`src/rtl/meter_scheduler.sv`:
```
// Peak meter front end: per-window peak of the selected source, double-dabble BCD
// conversion with 9999 clamp, and manual/auto source alternation at window boundaries.
module meter_scheduler #(
  parameter int WINDOW       = 4800,
  parameter int AUTO_WINDOWS = 10
) (
  input  logic               clk_48,
  input  logic               reset_n,
  input  logic signed [15:0] inWave,
  input  logic signed [15:0] outWave,
  input  logic               sel_btn,
  input  logic               auto_mode,
  output logic               src_sel,
  output logic [3:0]         num3,
  output logic [3:0]         num2,
  output logic [3:0]         num1,
  output logic [3:0]         num0,
  output logic               peak_valid,
  output logic               busy
);

  localparam logic [15:0] WIN_LAST  = 16'(WINDOW - 1);
  localparam logic [7:0]  AUTO_LAST = 8'(AUTO_WINDOWS - 1);

  typedef enum logic [1:0] {IDLE, SHIFT, DONE} state_t;

  state_t             state, next_state;
  logic signed [15:0] sample;
  logic [15:0]        neg;
  logic [14:0]        mag, peak, peak_in;
  logic [15:0]        cnt;
  logic               win_end;
  logic               btn_q, mode_q, pending, rise, mode_chg;
  logic [7:0]         wcnt;
  logic [15:0]        bin;
  logic [19:0]        bcd;
  logic [15:0]        adj;
  logic [3:0]         bit_cnt;

  // Magnitude; only -32768 has bit 15 set after negation, so that bit flags saturation.
  assign sample  = src_sel ? outWave : inWave;
  assign neg     = 16'(-sample);
  assign mag     = sample[15] ? (neg[15] ? 15'h7fff : neg[14:0]) : sample[14:0];
  assign peak_in = (mag > peak) ? mag : peak;
  assign win_end = (cnt == WIN_LAST);

  always_ff @(posedge clk_48 or negedge reset_n) begin
    if (!reset_n) begin
      cnt  <= '0;
      peak <= '0;
    end else begin
      cnt  <= win_end ? '0 : cnt + 16'd1;
      peak <= win_end ? '0 : peak_in;
    end
  end

  // Source selection
  assign rise     = sel_btn & ~btn_q;
  assign mode_chg = auto_mode ^ mode_q;

  always_ff @(posedge clk_48 or negedge reset_n) begin
    if (!reset_n) begin
      btn_q   <= 1'b0;
      mode_q  <= 1'b0;
      pending <= 1'b0;
      wcnt    <= '0;
      src_sel <= 1'b0;
    end else begin
      btn_q  <= sel_btn;
      mode_q <= auto_mode;
      if (auto_mode) begin
        pending <= 1'b0;
        if (mode_chg) begin
          wcnt <= '0;
        end else if (win_end) begin
          if (wcnt == AUTO_LAST) begin
            wcnt    <= '0;
            src_sel <= ~src_sel;
          end else begin
            wcnt <= wcnt + 8'd1;
          end
        end
      end else begin
        wcnt <= '0;
        if (win_end) begin
          // an edge landing on the boundary cycle counts for this boundary
          if (pending | rise) src_sel <= ~src_sel;
          pending <= 1'b0;
        end else if (rise) begin
          pending <= 1'b1;
        end
      end
    end
  end

  // Converter FSM
  always_ff @(posedge clk_48 or negedge reset_n) begin
    if (!reset_n) state <= IDLE;
    else          state <= next_state;
  end

  always_comb begin
    next_state = state;
    case (state)
      IDLE:    if (win_end) next_state = SHIFT;
      SHIFT:   if (bit_cnt == 4'd15) next_state = DONE;
      DONE:    next_state = IDLE;
      default: next_state = IDLE;
    endcase
  end

  assign busy = (state != IDLE);

  // Ten-thousands digit never exceeds 3 for a 15-bit input, so it needs no add-3.
  always_comb begin
    for (int i = 0; i < 4; i++)
      adj[4*i +: 4] = (bcd[4*i +: 4] >= 4'd5) ? bcd[4*i +: 4] + 4'd3 : bcd[4*i +: 4];
  end

  always_ff @(posedge clk_48 or negedge reset_n) begin
    if (!reset_n) begin
      bin        <= '0;
      bcd        <= '0;
      bit_cnt    <= '0;
      num3       <= '0;
      num2       <= '0;
      num1       <= '0;
      num0       <= '0;
      peak_valid <= 1'b0;
    end else begin
      peak_valid <= (state == DONE);
      case (state)
        IDLE: if (win_end) begin
          bin     <= {1'b0, peak_in};
          bcd     <= '0;
          bit_cnt <= '0;
        end
        SHIFT: begin
          {bcd, bin} <= {bcd[18:16], adj, bin, 1'b0};
          bit_cnt    <= bit_cnt + 4'd1;
        end
        DONE: begin
          if (bcd[19:16] != 4'd0) begin
            num3 <= 4'd9;
            num2 <= 4'd9;
            num1 <= 4'd9;
            num0 <= 4'd9;
          end else begin
            num3 <= bcd[15:12];
            num2 <= bcd[11:8];
            num1 <= bcd[7:4];
            num0 <= bcd[3:0];
          end
        end
        default: ;
      endcase
    end
  end

endmodule

```
`config.mk`:
```
export PLATFORM = sky130hd
export DESIGN_NAME = meter_scheduler
export DESIGN_NICKNAME = d
export VERILOG_FILES = /design/src/rtl/meter_scheduler.sv
export SDC_FILE = /design/constraint.sdc
export NUM_CORES = 1
export LEC_CHECK = 0
export ABC_CLOCK_PERIOD_IN_PS = 5220
export CAP_MARGIN = 5
export CORE_ASPECT_RATIO = 0.75
export CORE_MARGIN = 2
export CORE_UTILIZATION = 58
export DETAILED_ROUTE_END_ITERATION = 8
export PLACE_DENSITY = 0.8
export SLEW_MARGIN = 10
export SYNTH_ARGS = -nofsm -noshare
export SYNTH_HDL_FRONTEND = slang
export SYNTH_SLANG_ARGS = --single-unit
```
`constraint.sdc`:
```
create_clock -name clk_48 -period 5.22 [get_ports clk_48]
set_input_delay 0.783 -clock clk_48 [delete_from_list [all_inputs] [get_ports clk_48]]
set_output_delay 0.783 -clock clk_48 [all_outputs]
set_load 0.02 [all_outputs]
```
==> results.md <==
* Largest net degree at the start of global routing at 76
* CP Max Fanout at 9
* CTS Buf Count at 9
* Maxcap violations at 0
* WL per Instance at approximately 17 µm
* RSZ-0062 raised after global routing: false
* Setup Skew at 8.61 ps
* Clock sink count at 102
* Placed inst area at ~0.0066 mm²
* Largest family of logic cells by synthesized area: compound AO/OA/AOI/OAI gates
* Slew Limit Headroom at 0.357
* CTS Hold Bufs at 0
* Initial Util at 0.604
* Post-Synth Simple-Gate Area at 0.179
* Gr usage total at 0.258
* Die height at slightly above 90 µm
* Number of global-route vias before repair at 4,677
* Vias at about 5,000
* Crit path capture type: flip-flop
* CTS root buf: clkbuf_16
* Share of flip-flops with an asynchronous set or reset at 1.00
* First-pass GRT wire length at between 20,000 and 25,000 µm
* Clock-pin slew on the worst setup and hold paths at 70 ps
* Flops & latches, synth at around 100
* Mapped cell area at 0.00592 mm²
* Max clock buf depth at 2
* Pleak at 3.23 nW
* Seq/Total Area, Yosys at 0.431
* IO Count at 55
* Vias/cell at 6.15
* Finished Layout Cells at around 800
* Post-CTS Setup Bufs at 0
* Worst EP arrival at 4890 ps
* DRT Pass-1 Iters at 7
* Fin. Hold Viols at 0
* Synth top area share at 0.431
* Most common flop cell mapped by yosys: dfrtp_1
* Drt drc at 0
* Synth unique cells at 62
* Syn Nets at ~670
* CP required at ~5500 ps
* Endpoints failing setup at 0
* Post-route core utilization at 0.706
* Yosys warns at 0
* VDD IR max at 0.226 mV
* Worst hold path class: flip-flop to flip-flop
* Startpoint Class: input port
* Setup TNS at 0 ps
* Final nets at between 700 and 800
* Die Wd at 121 µm
* Row count at 31
* Routability cong. at ~0.88
* Number of synthesized flops with an enable pin at 0
* Fin. max-slew vios at 0
* Post-layout minimum cycle time at 4600 ps
* Port Buffers at 54
* Mux cell area share after synthesis at 0.0629
* Dpl cells at 783
* Min Hold Slack at 480 ps
* Ranking of synthesized cells by area: dfrtp_1 (43%), ha_1 (5.9%), mux2i_1 (4.4%)
* Clock latency at the later pin of the worst-skew pair at 350 ps
* Final WL at 13,600 µm
* Count leader, synth: dfrtp_1
* Area grow syn2layout at 17.0%
* Die ar. at between 0.01 and 0.015 mm²
* Status: completed
* Critical path type: input port to flip-flop
* Post-DRT Antenna Nets at 0
* Power per cell area at a little over 300 mW/mm²
* List of most frequent post-synthesis cells: dfrtp_1 (102), nor2_1 (57), nand2_1 (48), o21ai_0 (42)
* Post-route cell area at 0.00693 mm²
* Compound-cell area share of the yosys netlist at 0.198
* Initial DRC count at 407
* Initial antenna violation count at 0
* Synth area leader: dfrtp_1
* Fmax achieved at 217 MHz
* XOR/XNOR Fraction of Synth Area at 0.0325
* CTS H-tree lvls at 3
* CTS tree: yes
* Syn_area_per_cell at 9.71 µm²
* Post-cts sizing count at 0
* Core area at a little under 0.01 mm²
* Adder-cell share of the synthesized area at 0.0591
* Gr ovfl total at 0
* Share of cells above drive strength 1 at 0.0872
* Cells after Synth at 610
* Tightest Pin Transition at just under 1000 ps
* Fin crit share at 0.882
* # diodes at 0
* Dpl hpwl at 9570 µm
[worst max-delay path, cell delays in order]
cell and delay (ps):
clkdlybuf4s50_1 430, or4b_1 630, a211oi_4 380, nand4_4 240, a31oi_1 440, ha_1 230
a21oi_1 80, a211oi_1 230, o21bai_1 140, a211oi_1 720, buf_4 310, a221o_1 170
a21o_1 80
[through the flow]
step                      total power, W  setup slack, ps
final                            0.00212              617
after global routing             0.00222              347
after CTS                        0.00212              703
after detailed placement         0.00136              381
after global placement           0.00134              524
after floorplan                  0.00122             1240
[kinds of logic (layout without fill, tap and decap cells)]
logic type | after synthesis | count (layout)
AO/OA/AOI/OAI | 161 | 161
AND/OR/NAND/NOR | 207 | 207
XOR/XNOR | 22 | 22
multiplexers | 36 | 36
buffers and inverters | 54 | 109
flip-flops | 102 | 102
adder cells (fa/ha/maj) | 28 | 28
[layout make-up]
| class | instances | area, µm² |
|---|---|---|
| Inverter | 29 | 109 |
| Fill cell | 714 | 2880 |
| Timing Repair Buffer | 66 | 628 |
| Multi-Input combinational cell | 454 | 3150 |
| Clock inverter | 4 | 97.6 |
| Tap cell | 132 | 165 |
| Sequential cell | 102 | 2550 |
| Clock buffer | 10 | 229 |
[cell usage in the layout, fill, tap and decap left out, types with 15 or more instances in the layout]
| master | netlist | final |
|---|---|---|
| dfrtp_1 | 102 | 102 |
| nor2_1 | 57 | 57 |
| clkdlybuf4s50_1 | 0 | 53 |
| nand2_1 | 48 | 48 |
| o21ai_0 | 42 | 42 |
| inv_1 | 28 | 28 |
| ha_1 | 28 | 28 |
| a21oi_1 | 27 | 27 |
| mux2i_1 | 26 | 26 |
| nand3_1 | 18 | 18 |
| a22o_1 | 17 | 17 |
| and2_1 | 15 | 15 |
[routing by layer]
metal	wire length, µm	global-route usage
met1	6290	0.364
met2	6370	0.405
met3	718	0.0509
met4	272	0.0707
met5	0	0
[worst paths after layout]
path	startpoint	end	slack, ps	cells past startpoint
max	outWave[11]	bin[3]	620	13
min	cnt[0]	cnt[0]	480	1
max reg2reg	src_sel	bin[3]	640	12
min reg2reg	cnt[0]	cnt[0]	480	1
max in group asynchronous	reset_n	num1[0]	3740	2
min in group asynchronous	reset_n	wcnt[1]	560	1
[where the power goes]
group / switching [W] / internal (W) / total (W)
logic: 0.000260 / 0.000200 / 0.000460
registers: 0.0000531 / 0.000855 / 0.000908
clock network: 0.000285 / 0.000463 / 0.000749
total: 0.000598 / 0.00152 / 0.00212
[sequential cells by signal (all words and copies together) (netlist names), 2 cells and up]
name     count
num2         4
bit_cnt      4
state        2
num1         4
bcd         20
peak        15
num3         4
bin         16
wcnt         8
cnt         16
num0         4
(Power assumes the default switching activity.)
